## src/rtl/jtframe_dwnld_pkg.sv

```systemverilog
// jtframe_dwnld_pkg: shared types and defaults for the ioctl-to-SDRAM
// download buffer.
//   dwnld_entry_t : one queued SDRAM byte write {bank, waddr, mask, data}
//   dwnld_state_t : request FSM states (IDLE / WAIT)
//   map_byte()    : maps a 25-bit download byte address to bank/word/mask
package jtframe_dwnld_pkg;

  localparam logic [24:0] BA1_START_DEF  = 25'h080000;
  localparam logic [24:0] BA2_START_DEF  = 25'h100000;
  localparam logic [24:0] BA3_START_DEF  = 25'h180000;
  localparam logic [24:0] PROM_START_DEF = 25'h1F0000;

  typedef struct packed {
    logic [1:0]  bank;
    logic [21:0] waddr;
    logic [1:0]  mask;   // active-low byte lane enable
    logic [7:0]  data;
  } dwnld_entry_t;

  typedef enum logic {
    IDLE = 1'b0,
    WAIT = 1'b1
  } dwnld_state_t;

  // Offsets are taken at 25 bits and the word address keeps only bits 22:1,
  // so each bank wraps every 8 MB.
  function automatic dwnld_entry_t map_byte(
    input logic [24:0] addr,
    input logic [7:0]  data,
    input logic [24:0] ba1,
    input logic [24:0] ba2,
    input logic [24:0] ba3
  );
    dwnld_entry_t e;
    logic [24:0]  start;
    logic [24:0]  off;
    if (addr >= ba3) begin
      e.bank = 2'd3;
      start  = ba3;
    end else if (addr >= ba2) begin
      e.bank = 2'd2;
      start  = ba2;
    end else if (addr >= ba1) begin
      e.bank = 2'd1;
      start  = ba1;
    end else begin
      e.bank = 2'd0;
      start  = '0;
    end
    off     = addr - start;
    e.waddr = 22'(off >> 1);
    e.mask  = off[0] ? 2'b01 : 2'b10;
    e.data  = data;
    return e;
  endfunction

endpackage

```

## src/rtl/jtframe_dwnld_buf_if.sv

```systemverilog
// jtframe_dwnld_buf_if: SDRAM programming port.
//   prog_addr/prog_data/prog_mask/prog_bank/prog_we : write request
//   prog_rd                                          : one-cycle acknowledge
//   master : request side (download buffer); slave : SDRAM controller side
interface jtframe_dwnld_buf_if;
  logic [21:0] prog_addr;
  logic [7:0]  prog_data;
  logic [1:0]  prog_mask;
  logic [1:0]  prog_bank;
  logic        prog_we;
  logic        prog_rd;

  modport master (
    output prog_addr, prog_data, prog_mask, prog_bank, prog_we,
    input  prog_rd
  );

  modport slave (
    input  prog_addr, prog_data, prog_mask, prog_bank, prog_we,
    output prog_rd
  );
endinterface

```

## src/rtl/jtframe_dwnld_fifo.sv

```systemverilog
// jtframe_dwnld_fifo: DEPTH-entry FIFO of dwnld_entry_t.
//   clk_i, rst_i (async, active-high)
//   push_i/din_i : write; ignored when full unless popping in the same cycle
//   pop_i/dout_o : read; dout_o shows the head entry combinationally
//   full_o, empty_o : occupancy flags
module jtframe_dwnld_fifo
  import jtframe_dwnld_pkg::*;
#(
  parameter int unsigned DEPTH = 4
)(
  input  logic         clk_i,
  input  logic         rst_i,
  input  logic         push_i,
  input  logic         pop_i,
  input  dwnld_entry_t din_i,
  output dwnld_entry_t dout_o,
  output logic         full_o,
  output logic         empty_o
);
  localparam int unsigned AW       = $clog2(DEPTH);
  localparam logic [AW:0] FULL_CNT = (AW+1)'(DEPTH);

  dwnld_entry_t  mem_q [DEPTH];
  logic [AW-1:0] wr_ptr_q, rd_ptr_q;
  logic [AW:0]   cnt_q;
  logic          wr_en, rd_en;

  assign full_o  = (cnt_q == FULL_CNT);
  assign empty_o = (cnt_q == '0);
  assign wr_en   = push_i && (!full_o || pop_i);
  assign rd_en   = pop_i && !empty_o;
  assign dout_o  = mem_q[rd_ptr_q];

  always_ff @(posedge clk_i) begin
    if (wr_en) mem_q[wr_ptr_q] <= din_i;
  end

  always_ff @(posedge clk_i or posedge rst_i) begin
    if (rst_i) begin
      wr_ptr_q <= '0;
      rd_ptr_q <= '0;
      cnt_q    <= '0;
    end else begin
      if (wr_en) wr_ptr_q <= wr_ptr_q + 1'b1;
      if (rd_en) rd_ptr_q <= rd_ptr_q + 1'b1;
      case ({wr_en, rd_en})
        2'b10:   cnt_q <= cnt_q + 1'b1;
        2'b01:   cnt_q <= cnt_q - 1'b1;
        default: cnt_q <= cnt_q;
      endcase
    end
  end
endmodule

```

## src/rtl/jtframe_dwnld_buf.sv

```systemverilog
// jtframe_dwnld_buf: buffers MiSTer ioctl download bytes and issues them one
// at a time as SDRAM prog_we requests, holding each until prog_rd.
//   clk_sys, RESET (async, active-high)
//   downloading, ioctl_wr, ioctl_addr, ioctl_data : HPS download port
//   prog (jtframe_dwnld_buf_if.master)             : SDRAM programming port
//   dwnld_busy : download or flush in progress (registered)
//   overflow   : sticky dropped-byte flag, cleared on downloading rise
// Optional macro JTFRAME_DWNLD_PROM_EN adds prom_we/prom_addr/prom_data; bytes
// at or above PROM_START then go to that port instead of the SDRAM queue.
module jtframe_dwnld_buf
  import jtframe_dwnld_pkg::*;
#(
  parameter int unsigned DEPTH      = 4,
  parameter logic [24:0] BA1_START  = BA1_START_DEF,
  parameter logic [24:0] BA2_START  = BA2_START_DEF,
  parameter logic [24:0] BA3_START  = BA3_START_DEF
`ifdef JTFRAME_DWNLD_PROM_EN
  , parameter logic [24:0] PROM_START = PROM_START_DEF
`endif
)(
  input  logic        clk_sys,
  input  logic        RESET,
  input  logic        downloading,
  input  logic        ioctl_wr,
  input  logic [24:0] ioctl_addr,
  input  logic [7:0]  ioctl_data,
  jtframe_dwnld_buf_if.master prog,
  output logic        dwnld_busy,
  output logic        overflow
`ifdef JTFRAME_DWNLD_PROM_EN
  , output logic       prom_we,
  output logic [9:0]  prom_addr,
  output logic [7:0]  prom_data
`endif
);
  dwnld_state_t state_q;
  dwnld_entry_t din, head;
  logic         push, pop, full, empty, drop, dl_rise;
  logic [21:0]  prog_addr_q;
  logic [7:0]   prog_data_q;
  logic [1:0]   prog_mask_q, prog_bank_q;
  logic         prog_we_q;
  logic         downloading_q, overflow_q, busy_q, overflow_d;

  assign din = map_byte(ioctl_addr, ioctl_data, BA1_START, BA2_START, BA3_START);

`ifdef JTFRAME_DWNLD_PROM_EN
  assign push = ioctl_wr && (ioctl_addr < PROM_START);
`else
  assign push = ioctl_wr;
`endif

  // Pop is the IDLE-state issue; it frees a slot in the same edge, so a
  // push into a full FIFO is only dropped when no issue happens.
  assign pop     = (state_q == IDLE) && !empty;
  assign drop    = push && full && !pop;
  assign dl_rise = downloading && !downloading_q;

  jtframe_dwnld_fifo #(.DEPTH(DEPTH)) u_fifo (
    .clk_i   (clk_sys),
    .rst_i   (RESET),
    .push_i  (push),
    .pop_i   (pop),
    .din_i   (din),
    .dout_o  (head),
    .full_o  (full),
    .empty_o (empty)
  );

  always_ff @(posedge clk_sys or posedge RESET) begin
    if (RESET) begin
      state_q     <= IDLE;
      prog_we_q   <= 1'b0;
      prog_addr_q <= '0;
      prog_data_q <= '0;
      prog_mask_q <= '1;
      prog_bank_q <= '0;
    end else begin
      unique case (state_q)
        IDLE: if (!empty) begin
          prog_addr_q <= head.waddr;
          prog_data_q <= head.data;
          prog_mask_q <= head.mask;
          prog_bank_q <= head.bank;
          prog_we_q   <= 1'b1;
          state_q     <= WAIT;
        end
        WAIT: if (prog.prog_rd) begin
          prog_we_q <= 1'b0;
          state_q   <= IDLE;
        end
        default: state_q <= IDLE;
      endcase
    end
  end

  // A drop in the same cycle as a downloading rise still leaves the flag set.
  always_comb begin
    overflow_d = overflow_q;
    if (dl_rise) overflow_d = 1'b0;
    if (drop)    overflow_d = 1'b1;
  end

  always_ff @(posedge clk_sys or posedge RESET) begin
    if (RESET) begin
      downloading_q <= 1'b0;
      overflow_q    <= 1'b0;
      busy_q        <= 1'b0;
    end else begin
      downloading_q <= downloading;
      overflow_q    <= overflow_d;
      busy_q        <= downloading || !empty || prog_we_q;
    end
  end

`ifdef JTFRAME_DWNLD_PROM_EN
  logic       prom_we_q;
  logic [9:0] prom_addr_q;
  logic [7:0] prom_data_q;

  always_ff @(posedge clk_sys or posedge RESET) begin
    if (RESET) begin
      prom_we_q   <= 1'b0;
      prom_addr_q <= '0;
      prom_data_q <= '0;
    end else begin
      prom_we_q <= ioctl_wr && (ioctl_addr >= PROM_START);
      if (ioctl_wr && (ioctl_addr >= PROM_START)) begin
        prom_addr_q <= 10'(ioctl_addr - PROM_START);
        prom_data_q <= ioctl_data;
      end
    end
  end

  assign prom_we   = prom_we_q;
  assign prom_addr = prom_addr_q;
  assign prom_data = prom_data_q;
`endif

  assign prog.prog_addr = prog_addr_q;
  assign prog.prog_data = prog_data_q;
  assign prog.prog_mask = prog_mask_q;
  assign prog.prog_bank = prog_bank_q;
  assign prog.prog_we   = prog_we_q;
  assign dwnld_busy     = busy_q;
  assign overflow       = overflow_q;
endmodule

```

## src/flat_wrapper.sv

```systemverilog
// flat-port wrapper written by rule: the top's interface ports become plain ports
module jtframe_dwnld_buf_flat import jtframe_dwnld_pkg::*;
#(
  parameter int unsigned DEPTH      = 4,
  parameter logic [24:0] BA1_START  = BA1_START_DEF,
  parameter logic [24:0] BA2_START  = BA2_START_DEF,
  parameter logic [24:0] BA3_START  = BA3_START_DEF

)
  (clk_sys, RESET, downloading, ioctl_wr, ioctl_addr, ioctl_data, dwnld_busy, overflow, prog_prog_addr, prog_prog_data, prog_prog_mask, prog_prog_bank, prog_prog_we, prog_prog_rd);
  jtframe_dwnld_buf_if prog_i ();
  input  logic clk_sys;
  input  logic RESET;
  input  logic downloading;
  input  logic ioctl_wr;
  input  logic [24:0] ioctl_addr;
  input  logic [7:0] ioctl_data;
  output logic dwnld_busy;
  output logic overflow;
  output wire logic [$bits(prog_i.prog_addr)-1:0] prog_prog_addr;
  output wire logic [$bits(prog_i.prog_data)-1:0] prog_prog_data;
  output wire logic [$bits(prog_i.prog_mask)-1:0] prog_prog_mask;
  output wire logic [$bits(prog_i.prog_bank)-1:0] prog_prog_bank;
  output wire logic [$bits(prog_i.prog_we)-1:0] prog_prog_we;
  input wire logic [$bits(prog_i.prog_rd)-1:0] prog_prog_rd;
  assign prog_prog_addr = prog_i.prog_addr;
  assign prog_prog_data = prog_i.prog_data;
  assign prog_prog_mask = prog_i.prog_mask;
  assign prog_prog_bank = prog_i.prog_bank;
  assign prog_prog_we = prog_i.prog_we;
  assign prog_i.prog_rd = prog_prog_rd;
  jtframe_dwnld_buf #(.DEPTH(DEPTH), .BA1_START(BA1_START), .BA2_START(BA2_START), .BA3_START(BA3_START)) u_core (.clk_sys(clk_sys), .RESET(RESET), .downloading(downloading), .ioctl_wr(ioctl_wr), .ioctl_addr(ioctl_addr), .ioctl_data(ioctl_data), .prog(prog_i), .dwnld_busy(dwnld_busy), .overflow(overflow));
endmodule
```

## config.mk

```make
export PLATFORM = sky130hd
export DESIGN_NAME = jtframe_dwnld_buf_flat
export DESIGN_NICKNAME = d
export VERILOG_FILES = /design/src/rtl/jtframe_dwnld_pkg.sv /design/src/rtl/jtframe_dwnld_buf_if.sv /design/src/rtl/jtframe_dwnld_fifo.sv /design/src/rtl/jtframe_dwnld_buf.sv /design/src/flat_wrapper.sv
export SDC_FILE = /design/constraint.sdc
export NUM_CORES = 1
export LEC_CHECK = 0
export CAP_MARGIN = 20
export CORE_ASPECT_RATIO = 1.25
export CORE_MARGIN = 1.5
export CORE_UTILIZATION = 55
export DETAILED_ROUTE_END_ITERATION = 8
export DONT_BUFFER_PORTS = 1
export PLACE_DENSITY_LB_ADDON = 0.1
export SYNTH_ARGS = -nofsm -noshare
export SYNTH_HDL_FRONTEND = slang
export SYNTH_HIERARCHICAL = 1
export SYNTH_SLANG_ARGS = --single-unit
```

## constraint.sdc

```tcl
create_clock -name clk_sys -period 2.7 [get_ports clk_sys]
set_input_delay 0.27 -clock clk_sys [delete_from_list [all_inputs] [get_ports clk_sys]]
set_output_delay 0.27 -clock clk_sys [all_outputs]
set_load 0.02 [all_outputs]
```

Yosys cells after proc, flatten, opt, wreduce, memory -nomap -nowiden
Memories as Yosys holds them, arrays and structs flattened. A register that Yosys moved wholly into a read port is not among the register bits. Cells that the tools add are included. W data, S select, Z words.

Output and inout bits: 37. Memory bits (writable): 136. Register bits after elaboration: 12. Memories kept: 1.

Reductions and logical operators: 18. Multiplexer cells: 18. Bitwise gates (word level): 2. Equal/unequal tests: 5. $lt $le $gt $ge: 3. $add $sub $neg: 5.

Memories: u_core.u_fifo.mem_q (words 4, bits a word 34, read ports 1, clocked after Yosys merged registers in 1, write ports 1, line jtframe_dwnld_fifo.sv:23) `dwnld_entry_t mem_q [DEPTH];`.

Operators by type and width (number): $ge A25 B21 Y1 const B (2); $ge A25 B20 Y1 const B (1); $mux W23 (1); $sub A23 B23 Y23 (1); $mux W21 (1); $mux W20 (1); $mux W1 (9); $logic_and A1 B1 Y1 (6); $mux W2 (3); $pmux W3 S2 (1); $add A2 B1 Y2 const B (2); $logic_not A1 Y1 (4); $ne A2 B2 Y1 const B (2); $pmux W1 S2 (2); $reduce_and A2 Y1 (2); $reduce_bool A2 Y1 (2); $add A3 B1 Y3 const B (1); $eq A3 B3 Y1 const B (1); $logic_not A3 Y1 (1); $logic_or A1 B1 Y1 (3); $sub A3 B1 Y3 const B (1); $eq A2 B1 Y1 const B (1); $eq A2 B2 Y1 const B (1); $not A1 Y1 (2).

Longest topological paths before layout
Gate-level depths: netlist of run 1.

Depth in word-level cells: 7. Mapped depth: 11.

By module
The synthesis of run 1 kept the hierarchy.

Modules (own cells, without submodules): jtframe_dwnld_fifo (cells each 217, times used 1, area an instance 5336.4 µm²); jtframe_dwnld_buf (cells each 102, times used 1, area an instance 1577.8 µm²).

Worst setup path before layout of run 1
No wires, ideal clock.

Path type: register to register. Start point: register u_core.u_fifo.cnt_q[0]. End point: register u_core.u_fifo.cnt_q[2]. Clock period less this slack: 2.432 ns. Cell stages (with the launch flop): 12. Buffers on the path: 1. Required time: 2.621 ns. Slack: 0.268 ns. Arrival: 2.352 ns. Cells stage by stage: dfrtp_1 nor3_1 nor2_4 buf_8 o21a_4 inv_1 ha_1 inv_1 fa_1 xor2_1 nor2_1 xor2_1.

Word-level cells in the longest chain between the ends: 7. Elaborated cells on any way between the ends: 14. Classes of those cells: 2 x add/sub; 3 x eq/ne; 1 x mux; 8 x reduce/logical.

RTL lines: start, declared (line jtframe_dwnld_fifo.sv:25) `logic [AW:0] cnt_q;`; start signal, assigned (line jtframe_dwnld_fifo.sv:47) `2'b10: cnt_q <= cnt_q + 1'b1;`; start signal, assigned (line jtframe_dwnld_fifo.sv:48) `2'b01: cnt_q <= cnt_q - 1'b1;`; start signal, assigned (line jtframe_dwnld_fifo.sv:49) `default: cnt_q <= cnt_q;`; $logic_not A3 Y1 * (line jtframe_dwnld_fifo.sv:29) `assign empty_o = (cnt_q == '0);`; net u_core.empty (line jtframe_dwnld_buf.sv:38) `logic push, pop, full, empty, drop, dl_rise;`; $logic_not A1 Y1 * (line jtframe_dwnld_buf.sv:55) `assign pop = (state_q == IDLE) && !empty;`; $logic_and A1 B1 Y1 * (line jtframe_dwnld_buf.sv:55); net u_core.pop (line jtframe_dwnld_buf.sv:38); $logic_or A1 B1 Y1 (line jtframe_dwnld_fifo.sv:30) `assign wr_en = push_i && (!full_o || pop_i);`; $logic_and A1 B1 Y1 (line jtframe_dwnld_fifo.sv:30); $eq A2 B1 Y1 / $eq A2 B2 Y1 (equally long branches) (line jtframe_dwnld_fifo.sv:46) `case ({wr_en, rd_en})`; $pmux W3 S2 / $reduce_bool A2 Y1 (equally long branches).

The timed path passes the listed nets; every way through them passes the cells marked *. A chain may end at the register's enable or synchronous reset.

Worst setup path after layout of run 1
Start point: register u_core.u_fifo.cnt_q[0]. End point: register u_core.u_fifo.cnt_q[2].

Elaborated cells on any way between the ends: 14. Classes of those cells: 2 x add/sub; 3 x eq/ne; 1 x mux; 8 x reduce/logical.

RTL lines: $logic_not A3 Y1 * (line jtframe_dwnld_fifo.sv:29); net u_core.empty (line jtframe_dwnld_buf.sv:38); $logic_not A1 Y1 * (line jtframe_dwnld_fifo.sv:31, jtframe_dwnld_buf.sv:55); $logic_and A1 B1 Y1 (line jtframe_dwnld_buf.sv:55); $logic_and A1 B1 Y1 * (line jtframe_dwnld_fifo.sv:31) `assign rd_en = pop_i && !empty_o;`; net u_core.u_fifo.rd_en (line jtframe_dwnld_fifo.sv:26) `logic wr_en, rd_en;`; $eq A2 B1 Y1 / $eq A2 B2 Y1 (equally long branches) (line jtframe_dwnld_fifo.sv:46); $pmux W3 S2 / $reduce_bool A2 Y1 (equally long branches).

Marked as above.

==> run_results.csv, run 1 <==
group,metric,value,unit
floorplanning,start_util,56.6,%
power_and_ir_drop,p_seq_share,50.4,%
worst_setup_path,cp.arrival,2.74,ns
run,maxCapViolCount,0,
floorplanning,num_rows,45,
clock_network,clk_path_buf_depth,2,
final_layout,drive_above_1_share,30.6,%
drt,wl,11.1,mm
sta,hold_violations,0,
sta,drv_slew,0,
power_and_ir_drop,power.density,1150,mW/mm^2
sta,holdWs,0.0630,ns
power_and_ir_drop,p_switching,2.72,mW
drt,drtIter0Drc,137,
final_layout,design_area,0.00800,sq mm
global_route,grt_usage,18.5,%
power_and_ir_drop,vdd.ir_drop.worst,508,uV
placed_design,dp.final_hpwl,6.47,mm
worst_setup_path,worst_setup_path_start_kind,"flip-flop",
final_layout,area_growth,15.7,%
yosys,synthesis.nets,366,
sta,setup_viol,0,
drt,detail-route-antenna-nets,0,
sta,fin_crit_sh,88.8,%
global_route,grt_overflow_total,0,
worst_setup_path,criticalPathCategory,"flip-flop to flip-flop",
sta,finClkSkew,0.0125,ns
clock_network,cts_sinks,182,
placed_design,dpl_cell_area,0.00708,sq mm
final_layout,fin_nets,410,
placed_design,io_buffer_count,0,
floorplanning,die_y,128,um
worst_setup_path,slowest_delay,0.43,ns
sta,tightest_slew,0.965,ns
yosys,synth_area,0.00691,sq mm
sta,fin_crit,2.40,ns
yosys,ys_seq_elements,182,
drt,drt_pass1_iterations,4,
drt,routed-wl-met2,5.85,mm
drt,highest_layer,"met4",
clock_network,insertion_delay,0.42,ns
worst_setup_path,cp_slowest_cell,"dfrtp_1",
power_and_ir_drop,leakage,2.82,nW
hold_path,worst_hold_path_type,"primary input to flip-flop",
drt,m1WireLength,4.84,mm
yosys,post_synth.cell_area_avg,21.7,sq um
sta,fmax,417,MHz
drt,drc,0,
worst_setup_path,cp_common_cell,"xor2_1",
yosys,synth.yosys.seq_area_share,75.8,%
yosys,syn-instance-count,319,
yosys,ys_types,32,
sta,finalSetupTns,0,ns
status,status,"completed",
clock_network,ctsHtreeMaxLevel,4,
power_and_ir_drop,power.total,9.18,mW
power_and_ir_drop,intPower,6.45,mW
clock_network,cts_tree,"yes",
worst_setup_path,crit_fanout,37,
sta,grt_setup_unrepaired,"false",
floorplanning,core_area,0.0122,sq mm
yosys,synth_top_area_cell,"edfxtp_1",
final_layout,layoutNonFillerInstCount,540,
floorplanning,dieArea,0.0133,sq mm
global_route,grt_max_degree,40,
sta,relSlewSlack,35.7,%
drt,vias,2940,
power_and_ir_drop,sw_frac_of_total,29.7,%
clock_network,cts-root-buf,"clkbuf_16",
power_and_ir_drop,p_clk_share,27.0,%
drt,via_per_inst,5.44,
yosys,synth_top_area_share,59.1,%
drt,wl_met3,326,um
floorplanning,ios,75,
drt,wl_per_cell,20.5,um
worst_setup_path,cp_cell_sequence,"nor3_1 > nor2_4 > buf_6 > o31a_2 > ha_1 > inv_1 > fa_1 > xor2_1 > nor2_1 > xor2_1",
placed_design,place_inst,477,
worst_setup_path,required,3.05,ns
worst_setup_path,end_kind,"flip-flop",
yosys,ys_warn_count,6,
global_route,grt_pass1_wl,17.4,mm
floorplanning,die_w,103,um
clock_network,cts_buffers,17,
power_and_ir_drop,p_comb_share,22.6,%
global_route,antenna_found_initial,0,
yosys,synth_area_leaders,"edfxtp_1, dfrtp_1, mux4_2",
clock_network,cts.clk_slew.worst_paths,0.07,ns
global_route,grt_pass1_vias,3255,
placed_design,gp_congestion,0.706,
final_layout,insertedDiodeCount,0,
final timing paths:
path	startpoint	cells past startpoint	slack, ns	to
setup / recovery	u_core/u_fifo/cnt_q[0]	10	0.30	u_core/u_fifo/cnt_q[2]
hold / removal	ioctl_addr[0]	1	0.06	u_core/u_fifo/mem_q[0][9]
setup reg to reg	u_core/u_fifo/cnt_q[0]	10	0.30	u_core/u_fifo/cnt_q[2]
hold reg to reg	u_core/downloading_q	2	0.48	u_core/overflow
max in group asynchronous	RESET	2	1.59	u_core/prog.prog_data[2]
min in group asynchronous	RESET	2	0.27	u_core/u_fifo/cnt_q[0]
cell type report:
type | count | area, sq um
Sequential cell | 182 | 5240
Fill cell | 846 | 4220
Multi-Input combinational cell | 109 | 1520
Clock buffer | 18 | 429
Timing Repair Buffer | 36 | 364
Tap cell | 164 | 205
Clock inverter | 14 | 174
Inverter | 17 | 63.8
critical path: cells and delay by family (launching register included):
kind	cells	cell delay, ns
AND/OR/NAND/NOR	3	0.37
buffers and inverters	2	0.41
AO/OA/AOI/OAI	1	0.26
adder cells (fa/ha/maj)	2	0.56
XOR/XNOR	2	0.29
flip-flops	1	0.43
cell families (layout without fill, tap and decap cells):
logic type | count (synthesis) | in the layout | share of synthesized area [%]
flops | 182 | 182 | 75.8
compound gates | 6 | 6 | 0.688
mux | 71 | 71 | 17.1
simple gates | 15 | 15 | 1.36
fa+ha+maj | 9 | 9 | 1.85
buf+inv | 28 | 85 | 2.23
xor+xnor | 8 | 8 | 1.01
flip-flops by register name (all words and copies together) (netlist names), 2 cells and up:
| name | count |
|---|---|
| u_core/prog.prog_mask | 2 |
| u_core/prog.prog_addr | 22 |
| u_core/u_fifo/wr_ptr_q | 2 |
| u_core/u_fifo/rd_ptr_q | 2 |
| u_core/prog.prog_data | 8 |
| u_core/u_fifo/cnt_q | 3 |
| u_core/prog.prog_bank | 2 |
| u_core/u_fifo/mem_q | 136 |
cell usage in the layout (no fill, tap or decap), drive strengths merged:
cell,instances
a21oi,1
and2,5
nand3b,1
dlygate4sd3,31
inv,21
dfrtp,44
a211oi,1
xnor2,3
mux2i,2
o21ai,2
clkinvlp,1
or3b,1
clkbuf,18
nor4,1
o21a,1
ha,7
fa,2
buf,5
mux2,35
clkinv,6
nor3,1
nor2,3
nand2,3
bufinv,3
o31a,1
mux4,34
edfxtp,136
xor2,5
dfstp,2
through the flow:
step / setup WS [ns] / util (%)
after floorplan: 0.268 / -
after detailed placement: 0.193 / 58.0
final: 0.302 / 65.5
after CTS: 0.168 / 65.4
after global routing: 0.111 / 65.5
after global placement: 0.266 / 58.0
cell usage after synthesis (all sizes together):
cell and number:
or3b 1, dfrtp 44, o21ai 2, nand3b 1, o21a 1, nor2 3, ha 7, mux2i 2
clkbuf 1, and2 5, nand2 3, dfstp 2, xnor2 3, mux2 35, a21oi 1, fa 2
xor2 5, mux4 34, a211oi 1, inv 17, buf 10, nor4 1, edfxtp 136, o31a 1
nor3 1
routing by layer:
| layer | vias up | track usage (%) |
|---|---|---|
| li1 | 1340 | - |
| met5 | - | 0 |
| met2 | 56 | 31.0 |
| met3 | 5 | 4.35 |
| met1 | 1539 | 23.7 |
| met4 | 0 | 6.52 |
power by group through the flow:
stage          clock (mW)  sequential (mW)  combinational, mW
2_1_floorplan           0             4.46               1.78
3_3_place_gp            0             4.67               2.03
3_5_place_dp            0             4.70               2.06
4_1_cts              2.53             4.65               2.12
5_1_grt              2.64             4.72               2.26
6_report             2.48             4.62               2.07
timing repair:
item	CTS	global route
hold buffers	31	0
endpoints found under the hold margin	157	0
endpoints found under the setup margin	0	1
resized for setup	0	1
buffers inserted	0	0
Power figures use the tool's default switching activity.
==> inputs of run 2 (changes only) <==
--- a/config.mk
+++ b/config.mk
@@ -8,10 +8,11 @@
 export CAP_MARGIN = 20
 export CORE_ASPECT_RATIO = 1.25
 export CORE_MARGIN = 1.5
-export CORE_UTILIZATION = 55
+export CORE_UTILIZATION = 45
 export DETAILED_ROUTE_END_ITERATION = 8
 export DONT_BUFFER_PORTS = 1
 export PLACE_DENSITY_LB_ADDON = 0.1
+export REMOVE_ABC_BUFFERS = 1
 export SYNTH_ARGS = -nofsm -noshare
 export SYNTH_HDL_FRONTEND = slang
 export SYNTH_HIERARCHICAL = 1
==> run_results.csv, run 2 (synthesis gave the netlist of run 1 again) <==
group,metric,value,unit
clock_network,cts_hold_buf,31,
worst_setup_path,slowest_delay,0.46,ns
worst_setup_path,cp_slowest_cell,"buf_4",
global_route,grt_pass1_vias,3296,
drt,wl,11.5,mm
sta,hold_violations,0,
floorplanning,start_util,46.0,%
final_layout,drive_above_1_share,29.9,%
drt,drt_pass1_iterations,4,
power_and_ir_drop,vdd.ir_drop.worst,474,uV
clock_network,cts_buffers,17,
placed_design,gp_congestion,0.654,
status,status,"completed",
sta,finalSetupTns,0,ns
floorplanning,core_area,0.0150,sq mm
floorplanning,die_w,114,um
worst_setup_path,required,3.05,ns
clock_network,cts.clk_slew.worst_paths,0.06,ns
final_layout,final_cell_mix,"edfxtp_1, dfrtp_1, mux4_2",
placed_design,dp.final_hpwl,6.49,mm
hold_path,worst_hold_path_type,"primary input to flip-flop",
worst_setup_path,cp_cell_sequence,"nor3_1 > nor2_4 > buf_4 > o31a_2 > ha_1 > inv_1 > fa_1 > xor2_1 > nor2_1 > xor2_1",
final_layout,area_growth,15.3,%
sta,tightest_slew,1.00,ns
sta,grt_setup_unrepaired,"false",
worst_setup_path,cp.arrival,2.88,ns
floorplanning,die_y,142,um
clock_network,cts_tree,"yes",
floorplanning,dieArea,0.0161,sq mm
drt,drc,0,
worst_setup_path,cp_top_family,"adder cells",
worst_setup_path,path_buf_inv,2,
final_layout,insertedDiodeCount,0,
power_and_ir_drop,power.density,1130,mW/mm^2
power_and_ir_drop,power.total,9.05,mW
drt,wl_per_cell,20.6,um
worst_setup_path,criticalPathCategory,"flip-flop to flip-flop",
final_layout,layout_commonest_cell,"edfxtp_1",
floorplanning,num_rows,50,
clock_network,cts_setup_buffers,0,
clock_network,cts-root-buf,"clkbuf_16",
sta,relSlewSlack,33.0,%
drt,detail-route-antenna-nets,0,
sta,fin_crit,2.53,ns
clock_network,insertion_delay,0.42,ns
worst_setup_path,end_kind,"flip-flop",
final_layout,largest_register_ff_count,136,
sta,setup_viol,0,
final_layout,fin_nets,409,
floorplanning,ios,75,
global_route,grt_max_degree,40,
sta,fmax,395,MHz
global_route,grt_pass1_wl,17.8,mm
clock_network,post_cts_resized,0,
sta,fin_crit_sh,93.9,%
clock_network,cts_sinks,182,
sta,finClkSkew,0.00723,ns
global_route,antenna_found_initial,0,
run,maxCapViolCount,0,
drt,via_per_inst,5.32,
placed_design,io_buffer_count,0,
final_layout,fillers,1208,
power_and_ir_drop,leakage,2.80,nW
clock_network,ctsHtreeMaxLevel,4,
worst_setup_path,worst_setup_path_start_kind,"flip-flop",
global_route,grt_overflow_total,0,
global_route,grt_usage,15.5,%
worst_setup_path,crit_fanout,37,
final_layout,regMostFlops,"u_core/u_fifo/mem_q",
worst_setup_path,cp_common_cell,"xor2_1",
clock_network,clk_path_buf_depth,2,
drt,drtIter0Drc,144,
sta,drv_slew,0,
drt,vias,2966,
## run 2: cell types whose count changed in the layout (fill, tap and decap cells not counted), sizes merged
cell | before | now
buf | 5 | 4
bufinv | 3 | 2
clkbuf | 18 | 21
clkinv | 6 | 8
inv | 21 | 17
## run 2: final cells by class
type / count / area, sq um / share of cell area, %
Tap cell: 182 / 228 / 2.86
Inverter: 17 / 63.8 / 0.800
Clock inverter: 11 / 106 / 1.33
Sequential cell: 182 / 5240 / 65.7
Clock buffer: 21 / 460 / 5.77
Multi-Input combinational cell: 109 / 1520 / 19.1
Timing Repair Buffer: 35 / 353 / 4.42
## run 2: path summary, 6_finish.rpt
path	from	depth (start not counted)	slack [ns]	to
worst max-delay path	u_core/u_fifo/cnt_q[0]	10	0.17	u_core/u_fifo/cnt_q[2]
worst min-delay path	ioctl_addr[0]	1	0.05	u_core/u_fifo/mem_q[0][9]
worst max register to register	u_core/u_fifo/cnt_q[0]	10	0.17	u_core/u_fifo/cnt_q[2]
worst min register to register	u_core/downloading_q	2	0.48	u_core/overflow
max in group asynchronous	RESET	2	1.59	u_core/prog.prog_data[2]
min in group asynchronous	RESET	2	0.27	u_core/u_fifo/cnt_q[0]
## run 2: layer usage
metal / routed length [um] / vias up / GRT usage, %
li1: - / 1330 / -
met3: 549 / 9 / 5.68
met4: 115 / 0 / 4.93
met1: 4760 / 1569 / 18.0
met5: 0 / - / 0
met2: 6030 / 58 / 26.8
## run 2: power breakdown
group          switching [mW]  total [mW]  internal (mW)
combinational           0.995        2.11           1.11
sequential              0.714        4.57           3.86
clock                   0.972        2.37           1.40
## run 2: stage by stage
| stage | utilization (%) | worst slack (ns) | hold WS [ns] | cell area (sq um) | std cells |
|---|---|---|---|---|---|
| 2_1_floorplan | - | 0.157 | 0.0734 | 6820 | 308 |
| 3_3_place_gp | 47.3 | 0.228 | 0.116 | 7100 | 494 |
| 3_5_place_dp | 47.3 | 0.145 | 0.129 | 7100 | 494 |
| 4_1_cts | 53.1 | 0.136 | 0.0351 | 7970 | 557 |
| 5_1_grt | 53.1 | 0.00311 | 0.0370 | 7970 | 557 |
| 6_report | 53.1 | 0.166 | 0.0502 | 7970 | 557 |
## run 2: worst reg2reg max path: stages (launching register included)
cell and delay, ns:
dfrtp_1 0.42, nor3_1 0.14, nor2_4 0.11, buf_4 0.46, o31a_2 0.29, ha_1 0.19, inv_1 0.06, fa_1 0.37
xor2_1 0.15, nor2_1 0.12, xor2_1 0.15
